## src/rtl/button_pulse_gen.sv

```systemverilog
// button_pulse_gen: six-button synchronizer and debouncer with
// single-cycle press strobes and optional auto-repeat while held.
module button_pulse_gen #(
   parameter int DEBOUNCE_CYCLES = 500000,
   parameter int REPEAT_EN       = 1,
   parameter int REPEAT_DELAY    = 25000000,
   parameter int REPEAT_PERIOD   = 7500000
) (
   input  logic       clk,
   input  logic       rst_n,
   input  logic [5:0] btn_in,
   output logic [5:0] level_out,
   output logic [5:0] pulse_out,
   output logic       any_press
);

   localparam int CW   = $clog2(DEBOUNCE_CYCLES) + 1;
   localparam int TMAX = (REPEAT_DELAY > REPEAT_PERIOD) ?
                         REPEAT_DELAY : REPEAT_PERIOD;
   localparam int TW   = $clog2(TMAX) + 1;

   localparam logic [CW-1:0] DB_LAST  = CW'(DEBOUNCE_CYCLES - 1);
   localparam logic [TW-1:0] DLY_LAST = TW'(REPEAT_DELAY - 1);
   localparam logic [TW-1:0] PER_LAST = TW'(REPEAT_PERIOD - 1);

   typedef enum logic [1:0] {
      IDLE,
      DELAY,
      REPEAT
   } state_t;

   logic [5:0]    sync1;
   logic [5:0]    sync2;
   logic [CW-1:0] cnt   [6];
   logic [5:0]    accept;
   logic [5:0]    rise;
   logic [5:0]    fall;
   state_t        state [6];
   logic [TW-1:0] timer [6];

   always_ff @(posedge clk or negedge rst_n) begin
      if (!rst_n) begin
         sync1 <= '0;
         sync2 <= '0;
      end else begin
         sync1 <= btn_in;
         sync2 <= sync1;
      end
   end

   // accept marks the edge on which level_out takes the new value
   always_comb begin
      accept = '0;
      for (int i = 0; i < 6; i++) begin
         accept[i] = (sync2[i] != level_out[i]) && (cnt[i] == DB_LAST);
      end
   end

   assign rise = accept & sync2;
   assign fall = accept & ~sync2;

   always_ff @(posedge clk or negedge rst_n) begin
      if (!rst_n) begin
         level_out <= '0;
         for (int i = 0; i < 6; i++) begin
            cnt[i] <= '0;
         end
      end else begin
         for (int i = 0; i < 6; i++) begin
            if (sync2[i] == level_out[i]) begin
               cnt[i] <= '0;
            end else if (cnt[i] == DB_LAST) begin
               cnt[i]       <= '0;
               level_out[i] <= sync2[i];
            end else begin
               cnt[i] <= cnt[i] + 1'b1;
            end
         end
      end
   end

   // release is checked first so it overrides a coinciding repeat
   always_ff @(posedge clk or negedge rst_n) begin
      if (!rst_n) begin
         pulse_out <= '0;
         for (int i = 0; i < 6; i++) begin
            state[i] <= IDLE;
            timer[i] <= '0;
         end
      end else begin
         for (int i = 0; i < 6; i++) begin
            pulse_out[i] <= 1'b0;
            if (fall[i]) begin
               state[i] <= IDLE;
               timer[i] <= '0;
            end else begin
               case (state[i])
                  IDLE: begin
                     timer[i] <= '0;
                     if (rise[i]) begin
                        pulse_out[i] <= 1'b1;
                        state[i]     <= DELAY;
                     end
                  end
                  DELAY: begin
                     if (REPEAT_EN == 0) begin
                        timer[i] <= '0;
                     end else if (timer[i] == DLY_LAST) begin
                        pulse_out[i] <= 1'b1;
                        timer[i]     <= '0;
                        state[i]     <= REPEAT;
                     end else begin
                        timer[i] <= timer[i] + 1'b1;
                     end
                  end
                  REPEAT: begin
                     if (timer[i] == PER_LAST) begin
                        pulse_out[i] <= 1'b1;
                        timer[i]     <= '0;
                     end else begin
                        timer[i] <= timer[i] + 1'b1;
                     end
                  end
                  default: begin
                     state[i] <= IDLE;
                     timer[i] <= '0;
                  end
               endcase
            end
         end
      end
   end

   always_ff @(posedge clk or negedge rst_n) begin
      if (!rst_n) begin
         any_press <= 1'b0;
      end else begin
         any_press <= |pulse_out;
      end
   end

endmodule
```

## config.mk

```make
export PLATFORM = sky130hd
export DESIGN_NAME = button_pulse_gen
export DESIGN_NICKNAME = d
export VERILOG_FILES = /design/src/rtl/button_pulse_gen.sv
export SDC_FILE = /design/constraint.sdc
export NUM_CORES = 1
export LEC_CHECK = 0
export ABC_AREA = 1
export CAP_MARGIN = 0
export CORE_ASPECT_RATIO = 1.4
export CORE_UTILIZATION = 50
export CTS_CLUSTER_SIZE = 8
export DETAILED_ROUTE_END_ITERATION = 10
export HOLD_SLACK_MARGIN = 0.12
export PLACE_DENSITY = 0.7
export SLEW_MARGIN = 20
export SYNTH_ARGS = -nofsm -noshare
export SYNTH_HDL_FRONTEND = slang
export SYNTH_SLANG_ARGS = --single-unit
export TNS_END_PERCENT = 5
```

## constraint.sdc

```tcl
create_clock -name clk -period 1.7 [get_ports clk]
set_input_delay 0.255 -clock clk [delete_from_list [all_inputs] [get_ports clk]]
set_output_delay 0.255 -clock clk [all_outputs]
set_load 0.02 [all_outputs]
```

==> impl_metrics.json <==
{
  "status": "finished, violations left",
  "violations": "negative setup slack",
  "max_freq_mhz": 577,
  "grt_max_degree": 84,
  "clk_path_buf_depth": 3,
  "slowest_stage": "dfrtp_1",
  "netlist_instances": 2413,
  "die_y_um": 229,
  "setup_tns_ps": -457,
  "synthesis.area_um2": 18400,
  "intPower_mw": 12.3,
  "drt_iter0_markers": 947,
  "min_path_cells": 1,
  "yosys_warnings": 0,
  "row_count": 82,
  "top_layer_used": "met4",
  "tightest_slew_ps": 504,
  "power.share.clock_pct": 49.5,
  "vias_per_cell": 5.19,
  "antenna_cells": 0,
  "r2r_setup_slack_ps": -30,
  "hold_start": "btn_in[0]",
  "vias": 15800,
  "clk_latency_ps": 550,
  "antenna_left": 0,
  "synthSimpleGateAreaFrac_pct": 36.2,
  "synth-async-reset-ratio_pct": 100,
  "synth_edf_count": 0,
  "hp-class": "input port to register",
  "power_density_nw_per_um2": 730,
  "cts_buffers": 45,
  "nets": 2618,
  "p_sw_share_pct": 21.7,
  "min_to": "sync1[0]",
  "grt_usage_pct": 22.0,
  "yosysTopAreaCellShare_pct": 42.6,
  "cts_tree": "yes",
  "dp_hpwl_um": 29300,
  "rr_startpoint": "timer[130]",
  "critical_path.cell_chain": "ha_2 > nand2_2 > nor2_4 > nand2_2 > nor3_4 > nand3_2 > nand2_4 > nand2_8 > nand2_8 > nor2_1",
  "die_x_um": 164,
  "reg2reg_to": "timer[154]",
  "power_frac_seq_pct": 48.1,
  "met3_length_um": 1490,
  "cts_root_buffer": "clkbuf_16",
  "syn_area_per_cell_um2": 7.61,
  "slew_headroom_pct": 66.4,
  "synthFlopType": "dfrtp_1",
  "antenna_found_initial": 0,
  "period_minus_slack_ps": 1730,
  "io_buffers": 20,
  "synth_top_area_cell": "dfrtp_1",
  "h-tree-depth": 2,
  "crit_fanout": 6,
  "synth.distinct_cells": 45,
  "net-switching-power_mw": 3.40,
  "grt_first_pass_wirelength_um": 69400,
  "vdd_drop_max_mv": 0.786,
  "place_area_um2": 19700,
  "maxSlewViolCount": 0,
  "p_comb_share_pct": 2.4,
  "start_util_pct": 51.0,
  "grt_pass1_vias": 15700,
  "syn_to_final_growth_pct": 17.1,
  "finalHoldViolCount": 0,
  "setup_viol": 24,
  "drive_above_1_share_pct": 15.4,
  "synth_top_family_by_area": "simple AND/OR/NAND/NOR gates",
  "drc": 0,
  "worstSetupPathType": "register to register",
  "coreArea_um2": 36000,
  "cp_data_required_time_ps": 2130,
  "p_leak_nw": 9.50,
  "gr-total-overflow": 0,
  "wirelength_um": 41100,
  "layout_setup_ws_ps": -33.2,
  "synth_compound_area_share_pct": 3.57,
  "slowest_delay_ps": 360,
  "worstSetupEndpointType": "register",
  "synth_common_cells": "nand2_1, nor2_1, inv_1",
  "rsz0062_at_grt": "true",
  "r2r_cells": 10,
  "ys_top_cells_by_area": "dfrtp_1, nand2_1, nor2_1",
  "synthMuxAreaShare_pct": 0.0545,
  "finClkSkew_ps": 18.5,
  "synth_xor_area_share_pct": 6.44,
  "synthAdderAreaFrac_pct": 2.86,
  "clock-sinks": 313,
  "place.gp.congestion": 0.923,
  "critPathLaunchType": "register",
  "design_area_um2": 21500,
  "max_cap_viol_count": 0,
  "crit_arrival_ps": 2170,
  "drt_pass1_iterations": 5,
  "io_pins": 21,
  "die_area_um2": 37500,
  "finalCritPeriodShare_pct": 102,
  "syn_nets": 2463,
  "ys_ff_latch": 313,
  "routedWlPerCell_um": 13.6,
  "yosysSeqAreaShare_pct": 42.6,
  "path_clk_slew_ps": 40,
  "synthMostInstantiatedCell": "nand2_1",
  "dr_wl_met2_um": 21600,
  "drt-met1-wl_um": 16900
}
-- critical path, delay by kind of cell, from the launching register on --
| kind | cells | cell delay [ps] |
|---|---|---|
| fa+ha+maj | 1 | 190 |
| flops | 1 | 360 |
| simple gates | 9 | 1060 |
-- worst max path at each step --
stage,startpoint,end,slack [ps],cells after the start
6_report,timer[130],timer[154],-30,10
5_1_grt,timer[130],timer[153],-140,10
4_1_cts,cnt[80],cnt[94],-10,9
3_5_place_dp,cnt[100],cnt[108],-210,8
3_3_place_gp,cnt[100],cnt[108],-150,8
2_1_floorplan,timer[0],timer[10],140,11
-- state kept, by name (all words and copies together) (netlist names) --
name,flops
any_press,1
level_out,6
cnt,120
sync1,6
state,12
timer,156
sync2,6
pulse_out,6
-- placed cells by master (no fill, tap or decap), types with 10 or more instances in the layout --
cell type / instances
dfrtp_1: 312
ha_1: 33
o21ai_0: 32
nand2_1: 440
buf_4: 89
clkbuf_16: 46
nor2_4: 32
inv_2: 19
nand3_2: 11
inv_1: 326
o21ai_1: 15
nor3b_1: 14
xnor2_1: 18
nor2_1: 436
buf_12: 10
nand2_8: 10
nand3b_1: 10
nand2_2: 45
nor3_1: 88
nand4_1: 76
nor2_2: 79
nand3_1: 156
xor2_1: 117
dlygate4sd2_1: 13
a21oi_1: 40
nor3_2: 13
-- through the flow --
| step | instances | hold slack [ps] | utilization (%) | total power, mW | setup WS [ps] |
|---|---|---|---|---|---|
| detailed placement | 2960 | 85.2 | 54.7 | 8.04 | -215 |
| floorplan | 2413 | -40.6 | - | 7.78 | 135 |
| global placement | 2960 | 85.1 | 54.7 | 8.03 | -153 |
| finish | 3033 | 149 | 59.7 | 15.7 | -33.2 |
| global route | 3033 | 128 | 59.7 | 16.3 | -142 |
| CTS | 3013 | 122 | 58.1 | 15.9 | -12.7 |
-- power by group through the flow --
stage          Sequential, mW  Clock, mW  Combinational, mW
2_1_floorplan            7.66          0              0.119
3_3_place_gp             7.66          0              0.366
3_5_place_dp             7.67          0              0.375
4_1_cts                  7.55       8.00              0.384
5_1_grt                  7.54       8.33              0.441
6_report                 7.55       7.76              0.376
-- layout make-up --
cell class	count	area [um2]
Clock inverter	4	50.0
Sequential cell	313	7830
Inverter	348	1310
Multi-Input combinational cell	1737	9490
Fill cell	3139	14500
Timing Repair Buffer	123	1110
Clock buffer	46	1130
Tap cell	462	578
-- routing by layer --
layer  up-vias  global-route usage (%)
li1       7916                       -
met1      7387                    25.6
met2       337                    40.7
met3       111                    3.12
met4         0                    7.47
met5         -                       0
-- cells by family after synthesis --
group / Yosys count
adders and majority gates: 42
AOI/OAI and AO/OA: 117
DFF: 313
muxes: 1
xor gates and xnor gates: 135
buffers and inverters: 368
and+or+nand+nor: 1437
-- repair_timing --
action | CTS | global route
endpoints found under the hold margin | 314 | 0
setup endpoints to repair | 158 | 220
hold buffers | 3 | 0
resized for setup | 26 | 96
pin swaps | 3 | 39
cloned | 0 | 6
buffers inserted | 0 | 14
Power figures use the tool's default switching activity.
